<file path="config.mk">
export PLATFORM = sky130hd
export DESIGN_NAME = pulse_counter_mc
export DESIGN_NICKNAME = d
export VERILOG_FILES = /design/src/rtl/pulse_counter_pkg.sv /design/src/rtl/pulse_counter_ch.sv /design/src/rtl/pulse_counter_mc.sv
export SDC_FILE = /design/constraint.sdc
export NUM_CORES = 1
export LEC_CHECK = 0
export CAP_MARGIN = 25
export CELL_PAD_IN_SITES_DETAIL_PLACEMENT = 0
export CELL_PAD_IN_SITES_GLOBAL_PLACEMENT = 1
export CORE_MARGIN = 2
export CORE_UTILIZATION = 35
export DETAILED_ROUTE_END_ITERATION = 10
export DONT_BUFFER_PORTS = 1
export GPL_TIMING_DRIVEN = 0
export PLACE_DENSITY_LB_ADDON = 0.3
export SYNTH_ARGS = -nofsm -noshare
export SYNTH_HDL_FRONTEND = slang
export SYNTH_HIERARCHICAL = 1
export SYNTH_SLANG_ARGS = --single-unit
</file>
<file path="constraint.sdc">
create_clock -name clk -period 4.7 [get_ports clk]
set_clock_uncertainty 0.1 [all_clocks]
set_input_delay 0.47 -clock clk [delete_from_list [all_inputs] [get_ports clk]]
set_output_delay 0.47 -clock clk [all_outputs]
set_load 0.01 [all_outputs]
</file>
<file path="src/rtl/pulse_counter_pkg.sv">
// pulse_counter_pkg: shared encodings for the multi-channel pulse counter
package pulse_counter_pkg;
  typedef enum logic [1:0] {
    EDGE_RISE = 2'b00,
    EDGE_FALL = 2'b01,
    EDGE_BOTH = 2'b10,
    EDGE_NONE = 2'b11
  } edge_mode_e;
  localparam logic DIR_UP   = 1'b0;
  localparam logic DIR_DOWN = 1'b1;
  localparam logic SAT_WRAP = 1'b0;
  localparam logic SAT_HOLD = 1'b1;
endpackage

</file>
<file path="src/rtl/pulse_counter_ch.sv">
// pulse_counter_ch: one channel - synchroniser, edge qualifier, up/down counter, sticky ovf, window accumulator
module pulse_counter_ch
  import pulse_counter_pkg::*;
#(
  parameter int CW          = 16,
  parameter int SYNC_STAGES = 2
) (
  input  logic          clk,
  input  logic          rst,
  input  logic          pulse_i,
  input  logic          armed_i,
  input  logic          en_i,
  input  logic          ud_i,
  input  logic          clr_i,
  input  logic          pre_i,
  input  logic [CW-1:0] pre_val_i,
  input  edge_mode_e    edge_mode_i,
  input  logic          sat_mode_i,
  input  logic          win_en_i,
  input  logic          term_i,
  input  logic          ovf_clr_i,
  output logic [CW-1:0] count_o,
  output logic [CW-1:0] snap_o,
  output logic          ovf_o
);
  localparam logic [CW-1:0] MAX = '1;
  logic [SYNC_STAGES-1:0] sync_q;
  logic                   prev_q, ovf_q, ovf_d;
  logic [CW-1:0]          count_q, count_d, snap_q, snap_d, acc_q, acc_d;
  logic                   lvl, rise, fall, qual, ev, at_lim, ofl;
  logic [CW-1:0]          step, acc_inc;
  always_comb begin
    lvl     = sync_q[SYNC_STAGES-1];
    rise    = lvl & ~prev_q;
    fall    = ~lvl & prev_q;
    qual    = (edge_mode_i == EDGE_RISE) ? rise :
              (edge_mode_i == EDGE_FALL) ? fall :
              (edge_mode_i == EDGE_BOTH) ? (rise | fall) : 1'b0;
    ev      = qual & en_i & armed_i;
    at_lim  = (ud_i == DIR_UP) ? (count_q == MAX) : (count_q == '0);
    step    = (ud_i == DIR_UP) ? count_q + CW'(1) : count_q - CW'(1);
    ofl     = ev & ~clr_i & ~pre_i & at_lim;
    count_d = clr_i ? '0 :
              pre_i ? pre_val_i :
              ev    ? ((at_lim && sat_mode_i == SAT_HOLD) ? count_q : step) : count_q;
    ovf_d   = clr_i ? 1'b0 : ofl ? 1'b1 : ovf_clr_i ? 1'b0 : ovf_q;
    // window count ignores direction and preset, and saturates rather than wraps
    acc_inc = (ev && acc_q != MAX) ? acc_q + CW'(1) : acc_q;
    snap_d  = term_i ? acc_inc : snap_q;
    acc_d   = (clr_i || !win_en_i || term_i) ? '0 : acc_inc;
  end
  always_ff @(posedge clk) begin
    if (rst) begin
      sync_q  <= '0;
      prev_q  <= 1'b0;
      count_q <= '0;
      snap_q  <= '0;
      acc_q   <= '0;
      ovf_q   <= 1'b0;
    end else begin
      sync_q  <= {sync_q[SYNC_STAGES-2:0], pulse_i};
      prev_q  <= lvl;
      count_q <= count_d;
      snap_q  <= snap_d;
      acc_q   <= acc_d;
      ovf_q   <= ovf_d;
    end
  end
  assign count_o = count_q;
  assign snap_o  = snap_q;
  assign ovf_o   = ovf_q;
endmodule

</file>
<file path="src/rtl/pulse_counter_mc.sv">
// pulse_counter_mc: N-channel encoder pulse counter with shared gate-window frequency snapshots
module pulse_counter_mc
  import pulse_counter_pkg::*;
#(
  parameter int N_CH        = 4,
  parameter int COUNT_WIDTH = 16,
  parameter int WIN_WIDTH   = 24,
  parameter int SYNC_STAGES = 2
) (
  input  logic                        clk,
  input  logic                        rst,
  input  logic [N_CH-1:0]             pulse_in,
  input  logic [N_CH-1:0]             en,
  input  logic [N_CH-1:0]             ud,
  input  logic [N_CH-1:0]             clr,
  input  logic [N_CH-1:0]             pre,
  input  logic [N_CH*COUNT_WIDTH-1:0] pre_val,
  input  logic [1:0]                  edge_mode,
  input  logic                        sat_mode,
  input  logic [WIN_WIDTH-1:0]        win_len,
  input  logic                        ovf_clr,
  output logic [N_CH*COUNT_WIDTH-1:0] count_q,
  output logic [N_CH*COUNT_WIDTH-1:0] snap_q,
  output logic                        snap_valid,
  output logic [N_CH-1:0]             ovf
);
  localparam int ARM = SYNC_STAGES + 1;
  localparam int AW  = $clog2(ARM + 1);
  logic [AW-1:0]        arm_q, arm_d;
  logic [WIN_WIDTH-1:0] timer_q, timer_d;
  logic                 valid_q, armed, win_en, term;
  // edges are masked until the synchroniser holds only post-reset samples
  always_comb begin
    armed   = (arm_q == AW'(ARM));
    arm_d   = armed ? arm_q : arm_q + AW'(1);
    win_en  = (win_len != '0);
    term    = win_en && (timer_q >= win_len - WIN_WIDTH'(1));
    timer_d = (!win_en || term) ? '0 : timer_q + WIN_WIDTH'(1);
  end
  always_ff @(posedge clk) begin
    if (rst) begin
      arm_q   <= '0;
      timer_q <= '0;
      valid_q <= 1'b0;
    end else begin
      arm_q   <= arm_d;
      timer_q <= timer_d;
      valid_q <= term;
    end
  end
  assign snap_valid = valid_q;
  for (genvar i = 0; i < N_CH; i++) begin : g_ch
    pulse_counter_ch #(.CW(COUNT_WIDTH), .SYNC_STAGES(SYNC_STAGES)) u_ch (
      .clk        (clk),
      .rst        (rst),
      .pulse_i    (pulse_in[i]),
      .armed_i    (armed),
      .en_i       (en[i]),
      .ud_i       (ud[i]),
      .clr_i      (clr[i]),
      .pre_i      (pre[i]),
      .pre_val_i  (pre_val[i*COUNT_WIDTH +: COUNT_WIDTH]),
      .edge_mode_i(edge_mode_e'(edge_mode)),
      .sat_mode_i (sat_mode),
      .win_en_i   (win_en),
      .term_i     (term),
      .ovf_clr_i  (ovf_clr),
      .count_o    (count_q[i*COUNT_WIDTH +: COUNT_WIDTH]),
      .snap_o     (snap_q[i*COUNT_WIDTH +: COUNT_WIDTH]),
      .ovf_o      (ovf[i])
    );
  end
endmodule

</file>
==> impl_metrics.env <==
export IMPL_min_period_ps=4270
export IMPL_synth_top_cell_by_area="dfxtp_1"
export IMPL_final_area_sq_um=16300
export IMPL_insertion_delay_ps=570
export IMPL_core_rowCount=73
export IMPL_path_max_fanout=12
export IMPL_die_area_sq_um=41700
export IMPL_io_buffers=0
export IMPL_clock_path_buffers=3
export IMPL_ir_drop_v=0.000227
export IMPL_wirelength_um=43200
export IMPL_slowest_stage="nor4_1"
export IMPL_critPathArrivalTime_ps=4610
export IMPL_worstMarginPinSlew_ps=954
export IMPL_ctsHtreeMaxLevel=1
export IMPL_vias=12600
export IMPL_drt_iter0_markers=678
export IMPL_track_usage=0.201
export IMPL_cts_tree="built"
export IMPL_routedWlPerCell_um=18.8
export IMPL_netlist_area_leader_share=0.335
export IMPL_dp_final_hpwl_um=32000
export IMPL_max_freq_mhz=234
export IMPL_synth_distinct_cells=69
export IMPL_power_frac_comb=0.109
export IMPL_syn_area_sq_um=14000
export IMPL_critPathCaptureType="register"
export IMPL_drt_first_pass_iters=5
export IMPL_finalCritPeriodShare=0.908
export IMPL_placed_area_sq_um=14700
export IMPL_whs_ps=42.8
export IMPL_ios=247
export IMPL_start_util=0.354
export IMPL_die_y_um=204
export IMPL_cp_start_kind="primary input"
export IMPL_ant_nets=0
export IMPL_yosysWarnings=6
export IMPL_avgSynthCellArea_sq_um=8.46
export IMPL_grt_remaining_overflow=0
export IMPL_syn_inst=1660
export IMPL_slowest_delay_ps=460
export IMPL_synth_edff_count=0
export IMPL_grt_start_max_net_pins=19
export IMPL_grt_antenna_before_repair=0
export IMPL_cts_clk_slew_worst_paths_ps=60
export IMPL_hold_viol=0
export IMPL_n_antenna_cell=0
export IMPL_min_path_type="primary input to register"
export IMPL_synth_most_common_cell="dfxtp_1"
export IMPL_slew_viol_final=0
export IMPL_fp_dieW_um=204
export IMPL_outcome="finished clean"
export IMPL_cts_root_buffer="clkbuf_16"
export IMPL_grt_pass1_wl_um=67400
export IMPL_gp_congestion=0.832
export IMPL_total_power_mw=4.90
export IMPL_nets=1965
export IMPL_switchingPower_mw=1.28
export IMPL_async_flop_share=0
export IMPL_drive_gt1_frac=0.0711
export IMPL_synth_seq_cells=235
export IMPL_numCtsBuffers=29
export IMPL_pwr_density_cell_nw_per_um2=301
export IMPL_setup_violations=0
export IMPL_sequentialPowerShare=0.425
export IMPL_synth_flop_cell="dfxtp_1"
export IMPL_ys_top_cells_by_count="235 x dfxtp_1, 197 x nor2_1, 137 x nand2_1"
export IMPL_synthTopCellsByArea="dfxtp_1 33%, ha_1 8.6%, xnor2_1 5.6%"
export IMPL_grt_pass1_vias=12100
export IMPL_core_area_sq_um=39600
export IMPL_final_util=0.411
export IMPL_drc=0
export IMPL_clockPowerShare=0.466
export IMPL_cts_sinks=235
export IMPL_slew_headroom=0.362
export IMPL_ys_seq_area_frac=0.335
export IMPL_p_int_mw=3.62
export IMPL_critical_path_class="primary input to register"
export IMPL_critical_path_required_ps=5040
export IMPL_synth_nets=1874
export IMPL_vias_per_cell=5.50
export IMPL_p_leak_nw=5.88
export IMPL_tns_ps=0
export IMPL_cp_num_buf_inv=4
export IMPL_path_delay_family="simple AND/OR/NAND/NOR gates"
export IMPL_path_cells="inv_1 -> ha_1 -> nor3b_1 -> nor4b_4 -> buf_4 -> nand3_2 -> nor2_1 -> xnor2_1 -> ha_1 -> nand4_1 -> nor4_1 -> nand2_1 -> or2_2 -> a21oi_4 -> buf_12 -> nand3b_1 -> clkbuf_1 -> nor2_1"
export IMPL_drv_cap=0
export IMPL_p_sw_frac=0.261
export IMPL_syn_to_final_growth_pct=16.0
-- routing by layer --
metal / GRT usage / up-vias / share of wire / wire length, um
li1: - / 6290 / - / -
met1: 0.267 / 5985 / 0.46 / 20000
met2: 0.327 / 317 / 0.45 / 19400
met3: 0.0464 / 48 / 0.069 / 2970
met4: 0.0492 / 0 / 0.019 / 828
met5: 0 / - / 0 / 0
-- power by group through the flow --
stage	clock network, mW	registers, mW	logic [mW]
after floorplan	0	2.11	0.387
after global placement	0	2.13	0.485
after detailed placement	0	2.13	0.489
after CTS	2.37	2.08	0.531
after global routing	2.43	2.09	0.599
final	2.29	2.08	0.534
-- area by class of cell --
cell class / count / area (sq um)
multi-input cells: 1321 / 8950
repair buffers: 59 / 583
inverters: 53 / 199
flip-flops and latches: 235 / 4700
well taps: 525 / 657
plain buffers: 52 / 221
clock inverters: 11 / 123
fillers: 4000 / 23300
clock buffers: 42 / 855
-- worst register-to-register path, delay by kind of cell (launching register included) --
kind            cells  cell delay [ps]
simple gates        6             1550
buf+inv             2              590
flops               1              340
fa+ha+maj           1              310
compound gates      1              200
-- path summary, 6_finish.rpt --
check,from,endpoint,slack [ps],cells after the start
setup / recovery,win_len[0],g_ch[0].u_ch/acc_q[12]$_SDFF_PP0_,430,18
hold / removal,pre_val[45],g_ch[2].u_ch/count_o[13]$_SDFFE_PP0P_,40,2
setup reg to reg,timer_q[21]$_SDFF_PP0_,g_ch[0].u_ch/acc_q[12]$_SDFF_PP0_,1480,10
hold reg to reg,g_ch[3].u_ch/sync_q[0]$_SDFF_PP0_,g_ch[3].u_ch/sync_q[1]$_SDFF_PP0_,330,1
-- metrics by stage --
step	setup WS [ps]	instances
6_report	432	2298
4_1_cts	-6.78	2290
5_1_grt	-3.54	2298
2_1_floorplan	181	1660
3_3_place_gp	-1950	2185
3_5_place_dp	-715	2185
-- kinds of logic after synthesis --
group / after synthesis / share of synthesized area
multiplexers: 17 / 0.0125
AO/OA/AOI/OAI: 386 / 0.194
flip-flops: 235 / 0.335
AND/OR/NAND/NOR: 670 / 0.246
buffers and inverters: 105 / 0.0297
XOR/XNOR: 147 / 0.0917
adder cells (fa/ha/maj): 100 / 0.0912
-- sequential cells by signal (all words and copies together) (netlist names) --
register,cells
g_ch.u_ch/ovf_o,4
g_ch.u_ch/sync_q,8
g_ch.u_ch/prev_q,4
g_ch.u_ch/count_o,64
g_ch.u_ch/acc_q,64
arm_q,2
snap_valid,1
timer_q,24
g_ch.u_ch/snap_o,64
-- repair_timing --
action | in CTS | in global routing
endpoints found under the hold margin | 59 | 0
buffers inserted | 0 | 8
pin swaps | 1 | 1
hold buffers | 51 | 0
gates resized for setup | 0 | 8
setup endpoints to repair | 69 | 104
cloned | 1 | 0
-- placed cells by master (no fill, tap or decap), types with 9 or more instances in the layout --
| master | instances |
|---|---|
| clkbuf_16 | 29 |
| and4_1 | 16 |
| clkbuf_1 | 37 |
| a21boi_0 | 9 |
| xor2_1 | 58 |
| o21ai_0 | 65 |
| ha_1 | 96 |
| a21o_1 | 14 |
| dfxtp_1 | 235 |
| a21oi_1 | 78 |
| nand3_1 | 66 |
| nor2_1 | 197 |
| and3_1 | 35 |
| buf_1 | 9 |
| nor3_1 | 58 |
| or3_1 | 9 |
| a31oi_1 | 33 |
| dlygate4sd3_1 | 51 |
| inv_1 | 53 |
| nand4_1 | 38 |
| nand2_1 | 137 |
| nor3b_1 | 14 |
| mux2i_1 | 13 |
| nor2b_1 | 17 |
| o211ai_1 | 9 |
| a221oi_1 | 16 |
| o21bai_1 | 12 |
| a211oi_1 | 69 |
| xnor2_1 | 89 |
| nor4_1 | 15 |
Note: power is estimated with default switching activity, not from simulation.
